$ cat src/rtl/ahb_resp_mux.sv
// AHB-Lite return-path mux: registers the decoder select into the data phase,
// steers slave responses to the master and hosts the default (ERROR) slave.
module ahb_resp_mux #(
  parameter int DATA_WIDTH = 32,
  parameter int NUM_SLV    = 5,
  parameter int CNT_WIDTH  = 8
) (
  input  logic                          h_clk,
  input  logic                          h_rst,
  input  logic [NUM_SLV-1:0]            h_sel_x,
  input  logic [1:0]                    h_trans,
  input  logic [NUM_SLV*DATA_WIDTH-1:0] h_rdata_x,
  input  logic [NUM_SLV-1:0]            h_readyout_x,
  input  logic [NUM_SLV-1:0]            h_resp_x,
  output logic [DATA_WIDTH-1:0]         h_rdata,
  output logic                          h_ready,
  output logic                          h_resp,
  output logic [CNT_WIDTH-1:0]          h_err_cnt
);

  typedef enum logic [1:0] {
    D_IDLE = 2'd0,
    D_ERR1 = 2'd1,
    D_ERR2 = 2'd2
  } dstate_e;

  dstate_e                state_q, state_d;
  logic [NUM_SLV-1:0]     dsel_q, dsel_d;
  logic [CNT_WIDTH-1:0]   err_cnt_q, err_cnt_d;

  logic                   unmapped_req_s;
  logic [NUM_SLV-1:0]     dsel_low_s;
  logic                   dflt_ready_s;
  logic                   dflt_resp_s;
  logic [DATA_WIDTH-1:0]  slv_rdata_s;
  logic                   slv_ready_s;
  logic                   slv_resp_s;

  // Only NONSEQ/SEQ to an unmapped address earns an ERROR; IDLE/BUSY get OKAY.
  assign unmapped_req_s = (h_sel_x == {NUM_SLV{1'b0}}) &&
                          ((h_trans == 2'b10) || (h_trans == 2'b11));

  // Isolating the lowest set bit makes a multi-hot select resolve to the lowest index.
  assign dsel_low_s = dsel_q & (~dsel_q + NUM_SLV'(1));

  always_comb begin
    dflt_ready_s = 1'b1;
    dflt_resp_s  = 1'b0;
    case (state_q)
      D_IDLE: begin
        dflt_ready_s = 1'b1;
        dflt_resp_s  = 1'b0;
      end
      D_ERR1: begin
        dflt_ready_s = 1'b0;
        dflt_resp_s  = 1'b1;
      end
      D_ERR2: begin
        dflt_ready_s = 1'b1;
        dflt_resp_s  = 1'b1;
      end
      default: begin
        dflt_ready_s = 1'b1;
        dflt_resp_s  = 1'b0;
      end
    endcase
  end

  always_comb begin
    slv_rdata_s = {DATA_WIDTH{1'b0}};
    slv_ready_s = 1'b0;
    slv_resp_s  = 1'b0;
    for (int i = 0; i < NUM_SLV; i++) begin
      slv_rdata_s = slv_rdata_s |
                    ({DATA_WIDTH{dsel_low_s[i]}} & h_rdata_x[i*DATA_WIDTH +: DATA_WIDTH]);
      slv_ready_s = slv_ready_s | (dsel_low_s[i] & h_readyout_x[i]);
      slv_resp_s  = slv_resp_s  | (dsel_low_s[i] & h_resp_x[i]);
    end
  end

  always_comb begin
    h_rdata = slv_rdata_s;
    h_ready = slv_ready_s;
    h_resp  = slv_resp_s;
    if (dsel_q == {NUM_SLV{1'b0}}) begin
      h_rdata = {DATA_WIDTH{1'b0}};
      h_ready = dflt_ready_s;
      h_resp  = dflt_resp_s;
    end else begin
      h_rdata = slv_rdata_s;
      h_ready = slv_ready_s;
      h_resp  = slv_resp_s;
    end
  end

  assign h_err_cnt = err_cnt_q;

  always_comb begin
    state_d   = state_q;
    err_cnt_d = err_cnt_q;
    if (h_ready) begin
      dsel_d = h_sel_x;
    end else begin
      dsel_d = dsel_q;
    end
    case (state_q)
      D_IDLE: begin
        if (h_ready && unmapped_req_s) begin
          state_d = D_ERR1;
        end else begin
          state_d = D_IDLE;
        end
      end
      D_ERR1: begin
        state_d = D_ERR2;
      end
      D_ERR2: begin
        // Count is taken on leaving ERR2 so an abandoned (reset) ERROR is never counted.
        if (err_cnt_q != {CNT_WIDTH{1'b1}}) begin
          err_cnt_d = err_cnt_q + CNT_WIDTH'(1);
        end else begin
          err_cnt_d = err_cnt_q;
        end
        if (unmapped_req_s) begin
          state_d = D_ERR1;
        end else begin
          state_d = D_IDLE;
        end
      end
      default: begin
        state_d = D_IDLE;
      end
    endcase
  end

  always_ff @(posedge h_clk or posedge h_rst) begin
    if (h_rst) begin
      state_q   <= D_IDLE;
      dsel_q    <= {NUM_SLV{1'b0}};
      err_cnt_q <= {CNT_WIDTH{1'b0}};
    end else begin
      state_q   <= state_d;
      dsel_q    <= dsel_d;
      err_cnt_q <= err_cnt_d;
    end
  end

endmodule

$ cat config.mk
export PLATFORM = sky130hd
export DESIGN_NAME = ahb_resp_mux
export DESIGN_NICKNAME = d
export VERILOG_FILES = /design/src/rtl/ahb_resp_mux.sv
export SDC_FILE = /design/constraint.sdc
export NUM_CORES = 1
export LEC_CHECK = 0
export CORE_MARGIN = 4
export CORE_UTILIZATION = 27
export CTS_BUF_LIST = sky130_fd_sc_hd__clkbuf_16
export DETAILED_ROUTE_END_ITERATION = 10
export PLACE_DENSITY_LB_ADDON = 0.1
export SYNTH_ARGS = -nofsm -noshare
export SYNTH_HDL_FRONTEND = slang
export SYNTH_SLANG_ARGS = --single-unit
export TNS_END_PERCENT = 20
$ cat constraint.sdc
create_clock -name h_clk -period 2.9 [get_ports h_clk]
set_clock_uncertainty 0.1 [all_clocks]
set_input_delay 0.29 -clock h_clk [delete_from_list [all_inputs] [get_ports h_clk]]
set_output_delay 0.29 -clock h_clk [all_outputs]
set_load 0.05 [all_outputs]
==> reports/qor.txt <==
Outcome: completed
Estimated wirelength of the detail-placed design: 8344 um
Power Internal: 2.496 mW
H-tree Lvls: 1
Die footprint: 0.008187 sq mm
Transition at the pin with the smallest max-transition slack: 0.6545 ns
Drt total wl: 10,440 um
Type of element capturing the critical path: output pin
Total negative slack: 0 ns
Maximum buffer depth of the clock tree: 2
Count of final max-slew check failures: 0
Clock transition at the registers of the reported paths: 0.05 ns
Root buf cell: sky130_fd_sc_hd__clkbuf_16
TritonRoute pass-1 iters: 4
Post-route DRC violation count: 0
Maximum number of pins on one net before global-route repair: 70
Boundary Pins: 221
Critical-path maximum fanout: 10
Initial core utilization: 28.28%
Fill cell instance count of the final layout: 508
Count of maximum capacitance violations: 0
Complex-gate fraction of the synthesized area: 44.14%
Cell type with the highest aggregate area in the netlist: sky130_fd_sc_hd__dfrtp_1
Final worst setup slack: 0.3256 ns
Final Wtd Congestion: 0.8055
Clock network power share: 5.2%
GRT overflow: 0
Post-synth net total: 427
Number of antenna violations at the first check in global routing: 0
Setup repair after global routing missed its margin: no
Number of warning messages in the yosys log: 0
Cts bufs inserted: 3
Distinct cells, synth: 36
Synthesized-area fraction occupied by adder cells: 3.406%
Combinational share of power: 88.5%
Minimum clock period after layout: 2.574 ns
Total power per unit cell area: 1110 mW/mm^2
Gate count of the mapped netlist: 243
Flop and latch count out of synthesis: 15
Post-synthesis share of cell area spent on xor and xnor gates: 3.338%
Die height: 90.48 um
Switching part of the total: 50.13%
Number of failing setup endpoints in the final timing report: 0
CTS tree: yes
Max Clock Freq: 0.3884 GHz
Detail Route Antenna Nets: 0
Average size of a mapped cell: 7.559 sq um
Source of the critical timing path: dsel_q[0]$_DFFE_PP0P_
Library cell contributing the largest single delay on the critical path: sky130_fd_sc_hd__or3_1
First-pass GRT wire length: 16,030 um
Fraction of layout instances using a drive strength above 1: 12.44%
Classification of the worst-slack hold path: in -> async
Number of nets in the layout: 635
P&R area growth vs syn: 145.4%
Dominant combinational cell family by area after synthesis: compound AO/OA/AOI/OAI gates
Overall global routing resource usage: 24.10%
Vias per std cell: 5.294
Hold_buf cts: 0
Core region area: 0.006495 sq mm
Post-detailed-route wirelength per cell: 19.80 um
Worst vdd rail ir drop: 0.0009751 V
Hold slack: 0.3060 ns
# port buffers: 219
Crit start category: register
Worst-case setup slack after placement: 0.3305 ns
Multiplexer area fraction after synthesis: 3.883%
Leading cell types by total area after synthesis: sky130_fd_sc_hd__dfrtp_1, sky130_fd_sc_hd__a22oi_1, sky130_fd_sc_hd__a221o_1, sky130_fd_sc_hd__o21ai_0, sky130_fd_sc_hd__nand2_1
Signal arrival time at the worst endpoint: 2.18 ns
Via count of the first global-routing pass: 2,805
Final hold viol count: 0
Largest stage delay on the critical path: 0.51 ns
Critical path data required time: 2.51 ns
Post-CTS setup-driven buffer insertion count: 0
Share of the yosys chip area belonging to registers: 20.44%
Clock latency of the later-clocked register in the worst-skew pair: 0.24 ns
Number of design-rule violations left by the first detailed-router iteration: 115
Number of placement rows: 29
Top cell type's share of synthesized area: 20.44%
Worst slew margin relative to its limit: 56.26%
Reported leakage power: 1.785 nW
Die Span X: 90.48 um
Sequential group share of total power: 6.3%
Clock tree sinks: 15
Switching power: 2.508 mW
Cells traversed along the worst timing path: or3_4 > or3_1 > o22ai_4 > inv_1 > buf_4
Synth Cell Area: 0.001837 sq mm
Period utilization: 88.77%
CP Class: reg -> out
Antenna diode count: 0
Simple-Gate Fraction of Synth Area: 18.12%
Core utilization of the finished layout: 69.39%
RR Startpoint: dsel_q[0]$_DFFE_PP0P_
Sequential cell area in the final layout: 376.6 sq um
Area of the multi-input gates: 0.001356 sq mm
Via count: 2,790
[flip-flops by register name, indices dropped and copies added (netlist names)]
register,cells
h_err_cnt,8
dsel_q,5
state_q,2
[worst paths after layout]
check,to,slack [ns],cells past startpoint
max,h_ready,0.33,5
min,state_q[1]$_DFF_PP0_,0.31,2
max reg2reg,dsel_q[1]$_DFFE_PP0P_,0.68,4
min reg2reg,h_err_cnt[5]$_DFFE_PP0P_,0.39,1
max in group asynchronous,dsel_q[0]$_DFFE_PP0P_,1.99,2
min in group h_clk,h_err_cnt[5]$_DFFE_PP0P_,0.39,1
[timing repair]
| item | 4_1_cts | 5_1_grt |
|---|---|---|
| hold endpoints to repair | 0 | 0 |
| resized for setup | 0 | 2 |
| setup endpoints to repair | 0 | 24 |
[logic make-up after synthesis]
logic type	after synthesis
and+or+nand+nor	72
adders and majority gates	5
xor gates and xnor gates	7
DFF	15
AOI/OAI and AO/OA	108
buffers and inverters	31
muxes	5
[worst max-delay path, delay by kind of cell, from the launching register on]
| kind | cells | cell delay (ns) |
|---|---|---|
| buffers and inverters | 2 | 0.28 |
| AOI/OAI and AO/OA | 1 | 0.34 |
| DFF | 1 | 0.39 |
| and+or+nand+nor | 2 | 0.94 |
[stage by stage]
stage               instances  instance area, sq um  total power, mW
finish                    527                  4507            5.004
global placement          523                  4418            4.706
CTS                       527                  4497            5.019
detailed placement        523                  4418            4.747
floorplan                 243                  1837            2.677
global route              527                  4507            5.216
[cell usage after synthesis (all sizes together)]
cell	n
o22ai	2
nand3b	1
inv	9
a221o	24
xnor2	4
o221ai	9
nand2b	1
o21a	1
dfrtp	15
nand2	39
or3	2
nor2b	2
a21oi	2
o21bai	1
buf	5
nor2	10
and2	8
and4	1
nor4	1
a22oi	33
nand3	2
mux2	5
clkbuf	17
o221a	1
ha	5
a31oi	1
o21ai	33
or4b	1
xor2	3
nor3	4
a41o	1
[power by group through the flow]
stage	clock [mW]	sequential (mW)	combinational (mW)
floorplan	0	0.332	2.35
global placement	0	0.319	4.39
detailed placement	0	0.319	4.43
CTS	0.264	0.318	4.44
global route	0.272	0.328	4.62
finish	0.259	0.318	4.43
[cells in the final DEF (no fill, tap or decap)]
master / Yosys / routed
sky130_fd_sc_hd__o21bai_1: 1 / 1
sky130_fd_sc_hd__o21a_1: 1 / 1
sky130_fd_sc_hd__mux2_2: 1 / 1
sky130_fd_sc_hd__nand2_1: 39 / 39
sky130_fd_sc_hd__and4_1: 1 / 1
sky130_fd_sc_hd__nor2b_2: 0 / 1
sky130_fd_sc_hd__a221o_1: 24 / 24
sky130_fd_sc_hd__o22ai_1: 1 / 1
sky130_fd_sc_hd__nor2_1: 10 / 8
sky130_fd_sc_hd__clkbuf_16: 0 / 3
sky130_fd_sc_hd__a31oi_1: 1 / 1
sky130_fd_sc_hd__o21ai_0: 33 / 33
sky130_fd_sc_hd__mux2_4: 4 / 4
sky130_fd_sc_hd__dfrtp_2: 0 / 1
sky130_fd_sc_hd__xnor2_1: 4 / 4
sky130_fd_sc_hd__or4b_2: 1 / 1
sky130_fd_sc_hd__and2_1: 8 / 8
sky130_fd_sc_hd__nand3b_1: 1 / 1
sky130_fd_sc_hd__nor3_1: 4 / 4
sky130_fd_sc_hd__or3_4: 1 / 1
sky130_fd_sc_hd__nor2b_1: 2 / 1
sky130_fd_sc_hd__ha_1: 5 / 5
sky130_fd_sc_hd__xor2_1: 3 / 3
sky130_fd_sc_hd__clkdlybuf4s50_1: 0 / 185
sky130_fd_sc_hd__o221a_2: 1 / 1
sky130_fd_sc_hd__o221ai_1: 9 / 9
sky130_fd_sc_hd__buf_4: 1 / 7
sky130_fd_sc_hd__inv_1: 9 / 10
sky130_fd_sc_hd__or3_1: 1 / 1
sky130_fd_sc_hd__nand2b_1: 1 / 1
sky130_fd_sc_hd__a22oi_1: 33 / 33
sky130_fd_sc_hd__dfrtp_1: 15 / 14
sky130_fd_sc_hd__nand3_1: 2 / 2
sky130_fd_sc_hd__nor2_4: 0 / 2
sky130_fd_sc_hd__a41o_1: 1 / 1
sky130_fd_sc_hd__o22ai_4: 1 / 1
sky130_fd_sc_hd__a21oi_1: 2 / 2
sky130_fd_sc_hd__buf_12: 0 / 33
sky130_fd_sc_hd__nor4_1: 1 / 1
[final cells by class]
class                   count  area share (%)
clock buffers               3           1.666
multi-input cells         197           30.09
clock inverters             1         0.08329
repair buffers            225           56.91
inverters                   9          0.7496
well taps                  77           2.138
flip-flops and latches     15           8.356
[layer usage]
layer  part of all wire, %  up-vias  track usage (%)
met5                     0        -                0
met4                   3.5        0            8.673
met3                   6.6       27            5.167
met2                    50      123            43.42
met1                    40     1284            27.79
li1                      -     1356                -
Power figures use the tool's default switching activity.
